===== src/rtl/ahb_sram_ctrl.sv =====
// ahb_sram_ctrl
//   AHB-Lite slave placed in front of a single-port synchronous SRAM macro.
//   Reads and writes both complete with zero wait states. A write's data
//   phase can fall in the same cycle as the next read's address phase. In
//   that case the write is parked in a one-entry posted-write buffer. The
//   buffer is written to the RAM in the next cycle that leaves the port free.
//
// Parameters
//   AW           RAM word-address width
//   DEPTH_WORDS  number of populated words; higher word indices are out of range
//
// Ports
//   HCLK, HRESET                 clock, asynchronous active-high reset
//   HSEL/HADDR/HTRANS/HWRITE/
//   HSIZE/HWDATA/HREADY          AHB-Lite slave inputs
//   HRDATA/HREADYOUT/HRESP       AHB-Lite slave outputs
//   RAM_EN/RAM_WE/RAM_A/RAM_Di   SRAM macro controls (Do valid one cycle after a read)
//   RAM_Do                       SRAM macro read data
//
// Build option
//   AHB_SRAM_RANGE_ERR_EN  when defined, an out-of-range access gets a
//                          two-cycle ERROR response. Otherwise out-of-range
//                          reads return zero, out-of-range writes are dropped,
//                          and HRESP is tied low.

module ahb_sram_ctrl #(
    parameter int AW          = 12,
    parameter int DEPTH_WORDS = 3072
) (
    input  logic          HCLK,
    input  logic          HRESET,
    input  logic          HSEL,
    input  logic [31:0]   HADDR,
    input  logic [1:0]    HTRANS,
    input  logic          HWRITE,
    input  logic [2:0]    HSIZE,
    input  logic [31:0]   HWDATA,
    input  logic          HREADY,
    output logic [31:0]   HRDATA,
    output logic          HREADYOUT,
    output logic          HRESP,
    output logic          RAM_EN,
    output logic [3:0]    RAM_WE,
    output logic [AW-1:0] RAM_A,
    output logic [31:0]   RAM_Di,
    input  logic [31:0]   RAM_Do
);

    localparam logic [AW:0] DEPTH_L = (AW+1)'(DEPTH_WORDS);

    // Address-phase decode
    logic          acc;
    logic [AW-1:0] ap_idx;
    logic          ap_in_range;
    logic [3:0]    ap_be;
    logic          rd_ap;

    assign acc         = HSEL & HTRANS[1] & HREADY;
    assign ap_idx      = HADDR[AW+1:2];
    assign ap_in_range = ({1'b0, ap_idx} < DEPTH_L);
    assign rd_ap       = acc & ~HWRITE & ap_in_range;

    always_comb begin
        case (HSIZE)
            3'd0:    ap_be = 4'b0001 << HADDR[1:0];
            3'd1:    ap_be = 4'b0011 << {HADDR[1], 1'b0};
            default: ap_be = 4'b1111;
        endcase
    end

    // Data-phase and posted-write buffer state
    logic          dp_read_q,  dp_read_d;
    logic          dp_write_q, dp_write_d;
    logic [AW-1:0] dp_addr_q,  dp_addr_d;
    logic [3:0]    dp_be_q,    dp_be_d;
    logic          wb_valid_q, wb_valid_d;
    logic [AW-1:0] wb_addr_q,  wb_addr_d;
    logic [3:0]    wb_be_q,    wb_be_d;
    logic [31:0]   wb_data_q,  wb_data_d;

    logic          ram_en;
    logic [3:0]    ram_we;

    always_comb begin
        dp_read_d  = dp_read_q;
        dp_write_d = dp_write_q;
        dp_addr_d  = dp_addr_q;
        dp_be_d    = dp_be_q;
        wb_valid_d = wb_valid_q;
        wb_addr_d  = wb_addr_q;
        wb_be_d    = wb_be_q;
        wb_data_d  = wb_data_q;
        ram_en     = 1'b0;
        ram_we     = 4'b0000;
        RAM_A      = '0;
        RAM_Di     = 32'h0;

        // Out-of-range transfers never open a data phase. That one rule gives
        // both "read returns zero" and "write dropped / no RAM access".
        if (HREADY) begin
            dp_read_d  = rd_ap;
            dp_write_d = acc & HWRITE & ap_in_range;
            dp_addr_d  = ap_idx;
            dp_be_d    = ap_be;
        end

        // Port priority: read address phase, then direct write, then drain.
        if (rd_ap) begin
            ram_en = 1'b1;
            RAM_A  = ap_idx;
            if (dp_write_q) begin
                wb_valid_d = 1'b1;
                wb_addr_d  = dp_addr_q;
                wb_be_d    = dp_be_q;
                wb_data_d  = HWDATA;
            end
        end else if (dp_write_q) begin
            ram_en = 1'b1;
            ram_we = dp_be_q;
            RAM_A  = dp_addr_q;
            RAM_Di = HWDATA;
        end else if (wb_valid_q) begin
            ram_en     = 1'b1;
            ram_we     = wb_be_q;
            RAM_A      = wb_addr_q;
            RAM_Di     = wb_data_q;
            wb_valid_d = 1'b0;
        end
    end

    always_ff @(posedge HCLK or posedge HRESET) begin
        if (HRESET) begin
            dp_read_q  <= 1'b0;
            dp_write_q <= 1'b0;
            dp_addr_q  <= '0;
            dp_be_q    <= 4'b0000;
            wb_valid_q <= 1'b0;
            wb_addr_q  <= '0;
            wb_be_q    <= 4'b0000;
            wb_data_q  <= 32'h0;
        end else begin
            dp_read_q  <= dp_read_d;
            dp_write_q <= dp_write_d;
            dp_addr_q  <= dp_addr_d;
            dp_be_q    <= dp_be_d;
            wb_valid_q <= wb_valid_d;
            wb_addr_q  <= wb_addr_d;
            wb_be_q    <= wb_be_d;
            wb_data_q  <= wb_data_d;
        end
    end

    // The macro must stay idle for as long as reset is held.
    assign RAM_EN = ram_en & ~HRESET;
    assign RAM_WE = HRESET ? 4'b0000 : ram_we;

    // Read data. A write posted during this read's address phase has not
    // reached the RAM yet, so its lanes are forwarded from the buffer.
    logic fwd_hit;
    assign fwd_hit = wb_valid_q & (wb_addr_q == dp_addr_q);

    genvar gi;
    generate
        for (gi = 0; gi < 4; gi++) begin : g_lane
            assign HRDATA[8*gi +: 8] = !dp_read_q ? 8'h00 :
                                       (fwd_hit & wb_be_q[gi]) ? wb_data_q[8*gi +: 8] :
                                       RAM_Do[8*gi +: 8];
        end
    endgenerate

`ifdef AHB_SRAM_RANGE_ERR_EN
    typedef enum logic [1:0] {ST_OKAY, ST_ERR1, ST_ERR2} err_state_t;
    err_state_t err_state_q, err_state_d;

    always_comb begin
        err_state_d = err_state_q;
        case (err_state_q)
            ST_OKAY, ST_ERR2: err_state_d = (acc & ~ap_in_range) ? ST_ERR1 : ST_OKAY;
            ST_ERR1:          err_state_d = ST_ERR2;
            default:          err_state_d = ST_OKAY;
        endcase
    end

    always_ff @(posedge HCLK or posedge HRESET) begin
        if (HRESET) err_state_q <= ST_OKAY;
        else        err_state_q <= err_state_d;
    end

    assign HREADYOUT = (err_state_q != ST_ERR1);
    assign HRESP     = (err_state_q != ST_OKAY);
`else
    assign HREADYOUT = 1'b1;
    assign HRESP     = 1'b0;
`endif

    // Upper address bits and HTRANS[0] carry no meaning for this slave.
    logic unused_ok;
    assign unused_ok = ^{HADDR[31:AW+2], HTRANS[0]};

endmodule

===== config.mk =====
export PLATFORM = sky130hd
export DESIGN_NAME = ahb_sram_ctrl
export DESIGN_NICKNAME = d
export VERILOG_FILES = /design/src/rtl/ahb_sram_ctrl.sv
export SDC_FILE = /design/constraint.sdc
export NUM_CORES = 1
export LEC_CHECK = 0
export CORE_ASPECT_RATIO = 1.4
export CORE_MARGIN = 4
export CORE_UTILIZATION = 25
export CTS_CLUSTER_DIAMETER = 40
export DETAILED_ROUTE_END_ITERATION = 8
export PLACE_DENSITY = 0.62
export SLEW_MARGIN = 20
export SYNTH_ARGS = -nofsm -noshare
export SYNTH_HDL_FRONTEND = slang
export SYNTH_SLANG_ARGS = --single-unit

===== constraint.sdc =====
create_clock -name HCLK -period 2.05 [get_ports HCLK]
set_clock_uncertainty 0.05 [all_clocks]
set_input_delay 0.3075 -clock HCLK [delete_from_list [all_inputs] [get_ports HCLK]]
set_output_delay 0.3075 -clock HCLK [all_outputs]
set_load 0.02 [all_outputs]

* Word level (Yosys, flattened, before mapping)
Cells that the tools add are included.
** Cells by class
- Shifts and indexed selects :: 2
- Reductions and logical operators :: 3
- Bitwise logic cells :: 14
- $lt $le $gt $ge :: 1
- Muxes and demuxes :: 25
- Eq/ne operators :: 4
** Operators with widths (count)
- $mux W32 :: 3
- $mux W8 :: 8
- $mux W12 :: 3
- $mux W4 :: 4
- $and A1 B1 Y1 :: 12
- $eq A12 B12 Y1 :: 1
- $lt A12 B12 Y1 const B :: 1
- $pmux W4 S2 :: 1
- $mux W1 :: 6
- $reduce_and A2 Y1 :: 2
- $shl A1 B2 Y4 const A :: 1
- $shl A2 B2 Y4 const A :: 1
- $eq A3 B1 Y1 const B :: 1
- $logic_not A3 Y1 :: 1
- $ne A2 B1 Y1 const B :: 1
- $ne A2 B2 Y1 const B :: 1
- $not A1 Y1 :: 2
** Word-level totals
- Output and inout port bits :: 83
- Word-level logic and storage cells :: 57
- Bits of input ports :: 106
- Flip-flop bits (word level) :: 67

* Longest topological paths before layout
Gate-level depths: netlist (run 1).
- Depth in word-level cells :: 6
- Depth in mapped cells :: 8
- Depth with buffers taken out :: 4

* Worst setup path before layout (run 1)
Ideal clock, no wire load.
- Path kind :: input to register
- From :: in HREADY
- To :: reg wb_data_q[0]
- Arrival :: 2528 ps
- Setup slack :: -653 ps
- Required time :: 1875 ps
- Stages on the path :: 8
- Library setup time :: 125 ps
- Path buffers :: 4
- Cell sequence :: buf_2 -> inv_2 -> a2111oi_4 -> clkbuf_1 -> ha_1 -> clkbuf_1 -> clkbuf_1 -> mux2_2
** Between the ends
- Cells in the longest elaborated chain, start to end :: 4
** RTL lines
- start, declared :: RTL line 38 : input logic HREADY,
- $and A1 B1 Y1 :: RTL line 58 : assign acc = HSEL & HTRANS[1] & HREADY;
- $and A1 B1 Y1 (2 in series) :: RTL line 61 : assign rd_ap = acc & ~HWRITE & ap_in_range;
- net rd_ap :: RTL line 56 : logic rd_ap;
- $reduce_and A2 Y1 (no line)
- end signal, assigned :: RTL line 149 : wb_data_q <= wb_data_d;
- end, declared :: RTL line 79 : logic [31:0] wb_data_q, wb_data_d;
The timed path passes the listed nets, and every way through them passes these cells.
A chain may end at the register's enable or synchronous reset.

* Worst setup path after layout (run 1)
- From :: reg dp_addr_q[0]
- To :: out HRDATA[2]
** Between the ends
- Cells in the longest elaborated chain, start to end :: 5
** RTL lines
- start, declared :: RTL line 74 : logic [AW-1:0] dp_addr_q, dp_addr_d;
- start signal, assigned :: RTL line 144 : dp_addr_q <= dp_addr_d;
- $eq A12 B12 Y1 :: RTL line 160 : assign fwd_hit = wb_valid_q & (wb_addr_q == dp_addr_q);
- $and A1 B1 Y1 :: RTL line 160
- $and A1 B1 Y1 :: RTL line 166 : (fwd_hit & wb_be_q[gi]) ? wb_data_q[8*gi +: 8] :
- $mux W8 :: RTL line 166
- $mux W8 :: RTL line 165 : assign HRDATA[8*gi +: 8] = !dp_read_q ? 8'h00 :
- end, declared :: RTL line 39 : output logic [31:0] HRDATA,
Every way passes these cells.

==> results of run 1 <==
-- Yosys cell counts, drive strengths merged (12+ instances only) --
cell type	instances	area (sq um)
nand2	77	289
dfrtp	67	1680
mux2	61	687
nor2	35	131
mux2i	32	320
a22oi	27	203
a21oi	24	120
clkbuf	24	90.1
and3	21	131
o21ai	17	85.1
buf	12	63.8
xnor2	12	135
-- cell families (layout without fill, tap and decap cells) --
family | count (synthesis) | after routing | share of synthesized area (%)
flops | 67 | 67 | 39.8
fa+ha+maj | 1 | 1 | 0.297
compound gates | 72 | 72 | 10.9
simple gates | 153 | 153 | 17.8
mux | 93 | 93 | 23.9
buf+inv | 40 | 263 | 4.01
other cells | 2 | 2 | 0.178
xor+xnor | 12 | 12 | 3.21
-- power breakdown --
part           switching [mW]  internal, mW  leakage [nW]
combinational           0.454         0.619          2.21
sequential              0.138          1.47         0.865
clock                   0.539         0.863         0.137
total                    1.13          2.96          3.21
-- through the flow --
step                      util (%)  hold slack, ns
after CTS                     42.8           0.453
after global routing          43.8           0.483
after global placement        41.1           0.440
final                         43.8           0.450
after floorplan                  -           0.404
after detailed placement      41.1           0.441
-- layout make-up --
| cell class | count | area, sq um | area share (%) |
|---|---|---|---|
| inverter | 4 | 20.0 | 0.279 |
| tap | 199 | 249 | 3.47 |
| multi-input combinational | 333 | 2680 | 37.4 |
| clock inverter | 3 | 15.0 | 0.209 |
| clock buffer | 11 | 253 | 3.52 |
| sequential | 67 | 1680 | 23.4 |
| timing repair buffer | 245 | 2270 | 31.7 |
-- timing repair --
| item | CTS | global route |
|---|---|---|
| pin swaps | 11 | 13 |
| setup buffers | 10 | 2 |
| resized for setup | 412 | 53 |
| setup endpoints to repair | 130 | 78 |
| cloned | 2 | 0 |
-- state kept, by name, indices dropped and copies added, names as in the netlist --
name,flops
dp_addr_q,12
dp_be_q,4
dp_read_q,1
dp_write_q,1
wb_addr_q,12
wb_be_q,4
wb_data_q,32
wb_valid_q,1
-- routing by layer --
layer  routed length [um]  share of wire [%]
met1                 5950                 41
met2                 7560                 52
met3                  714                4.9
met4                  225                1.6
met5                    0                  0
-- how the worst max path moves through the flow --
stage / cells past startpoint / to / startpoint
6_report: 7 / HRDATA[2] / dp_addr_q[0]
3_5_place_dp: 7 / RAM_A[6] / HREADY
3_3_place_gp: 7 / RAM_EN / HREADY
2_1_floorplan: 4 / HRDATA[24] / wb_addr_q[8]
5_1_grt: 7 / HRDATA[2] / dp_addr_q[0]
4_1_cts: 7 / HRDATA[7] / dp_addr_q[3]
==> out/qor.txt, run 1 <==
Total vias in the final route: 4125
Slew Viols, Final: 0
TNS Setup: -11.35 ns
M2 GR Usage: 27.8%
Unique masters post-synth: 31
Wire per inst: 16.8 um
Pre-CTS WS: -0.681 ns
FMAX: 405 MHz
Reg clk slew, reported paths: 0.06 ns
GP Congestion: 0.824
DRC: 0
Sink Count: 67
Hold-fix buffers, CTS: 0
Row count: 55
Share of flip-flops with an asynchronous set or reset: 100%
DIE AREA: 0.0190 sq mm
R2R Setup Slk: 0.28 ns
Vias per std cell: 4.79
WP data arrival: 2.11 ns
CP top delay family: buffers and inverters
Max-cap viol count: 0
Syn nets: 547
Max FO, Critical Path: 8
Static leakage: 3.21 nW
Share of cells above drive strength 1: 43.4%
Req. time, crit path: 1.69 ns
Reg-to-reg startpoint: dp_write_q
WP buf/inv: 3
Gr usage total: 15.1%
Post-route cell area: 0.00717 sq mm
Final total power: 4.09 mW
Slowest CP cell: dfrtp_1
Placed cell count: 835
CTS Buffer Depth: 2
Vias in the first global route: 4495
Status: finished, violations left
Drt pass-1 iters: 4
# port buffers: 167
Filler Cells Inserted: 1593
Cts bufs inserted: 9
Grt ovf: 0
# nets final: 767
Commonest non-fill, non-tap cell in the layout: buf_4
Mapped Cells: 440
RR Endpoint: wb_data_q[30]
Worst Reg2Reg Path Length in Cells: 4
Met3 usage: 3.54%
Final Hold Fails: 0
Worst Setup Start Kind: register
Tmin final: 2.47 ns
Worst vdd ir: 0.293 mV
Hold EP: dp_be_q[0]
Final period utilization: 120%
Largest net degree at the start of global routing: 43
Post-synthesis sequential area ratio: 39.8%
Starting Density: 25.7%
Clock root buffer: clkbuf_16
Most frequent cells in the layout: buf_4, clkdlybuf4s50_1, nand2_1
Synth Register Bits: 67
Post-DP HPWL: 10.6 mm
Synth warn: 0
Core box area: 0.0164 sq mm
Post-place instance area: 0.00673 sq mm
Synth-to-Final Area Change: 70.2%
Number of cells on the worst hold path: 1
Slack of the critical path: -0.419 ns
Initial antenna violation count: 0
Syn_area_per_cell: 9.58 sq um
Cell Area, Synth: 0.00421 sq mm
Top Usage Layer GRT: met2
Width of the die: 118 um
Die H: 162 um
M1 GR Usage: 17.4%
Crit path cell chain: xnor2_2, nand4_4, buf_6, nor4_4, buf_12, mux2i_2, buf_4
Post-synth EDFFs: 0
PD cells: 570 mW/mm^2
Initial drt markers: 140
Detailed Route WL: 14.4 mm
Setup-failing EPs final: 32
Critical path class: register to output port
Worst skew pair latency: 0.32 ns
Crit. End Element: output port
Top FF cell, synth: dfrtp_1
Failing checks: setup timing
Hold Crit Class: register to register
I/O pins: 189
Diode count: 0
CTS tree: done
First-pass GRT wire length: 23.4 mm
Remaining antenna violation count after routing: 0
RSZ-0062 raised after global routing: true
Critical path's largest stage delay: 0.41 ns
H-tree levels: 3
Non-filler cells, final: 862
Hold path start: dp_be_q[0]
(Power assumes the default switching activity.)
==> run 2: changes to the inputs <==
- GPL_ROUTABILITY_DRIVEN: unset -> 0
==> results of run 2 <==
Same layout as run 1: the final DEF is identical, and so are final timing and power.
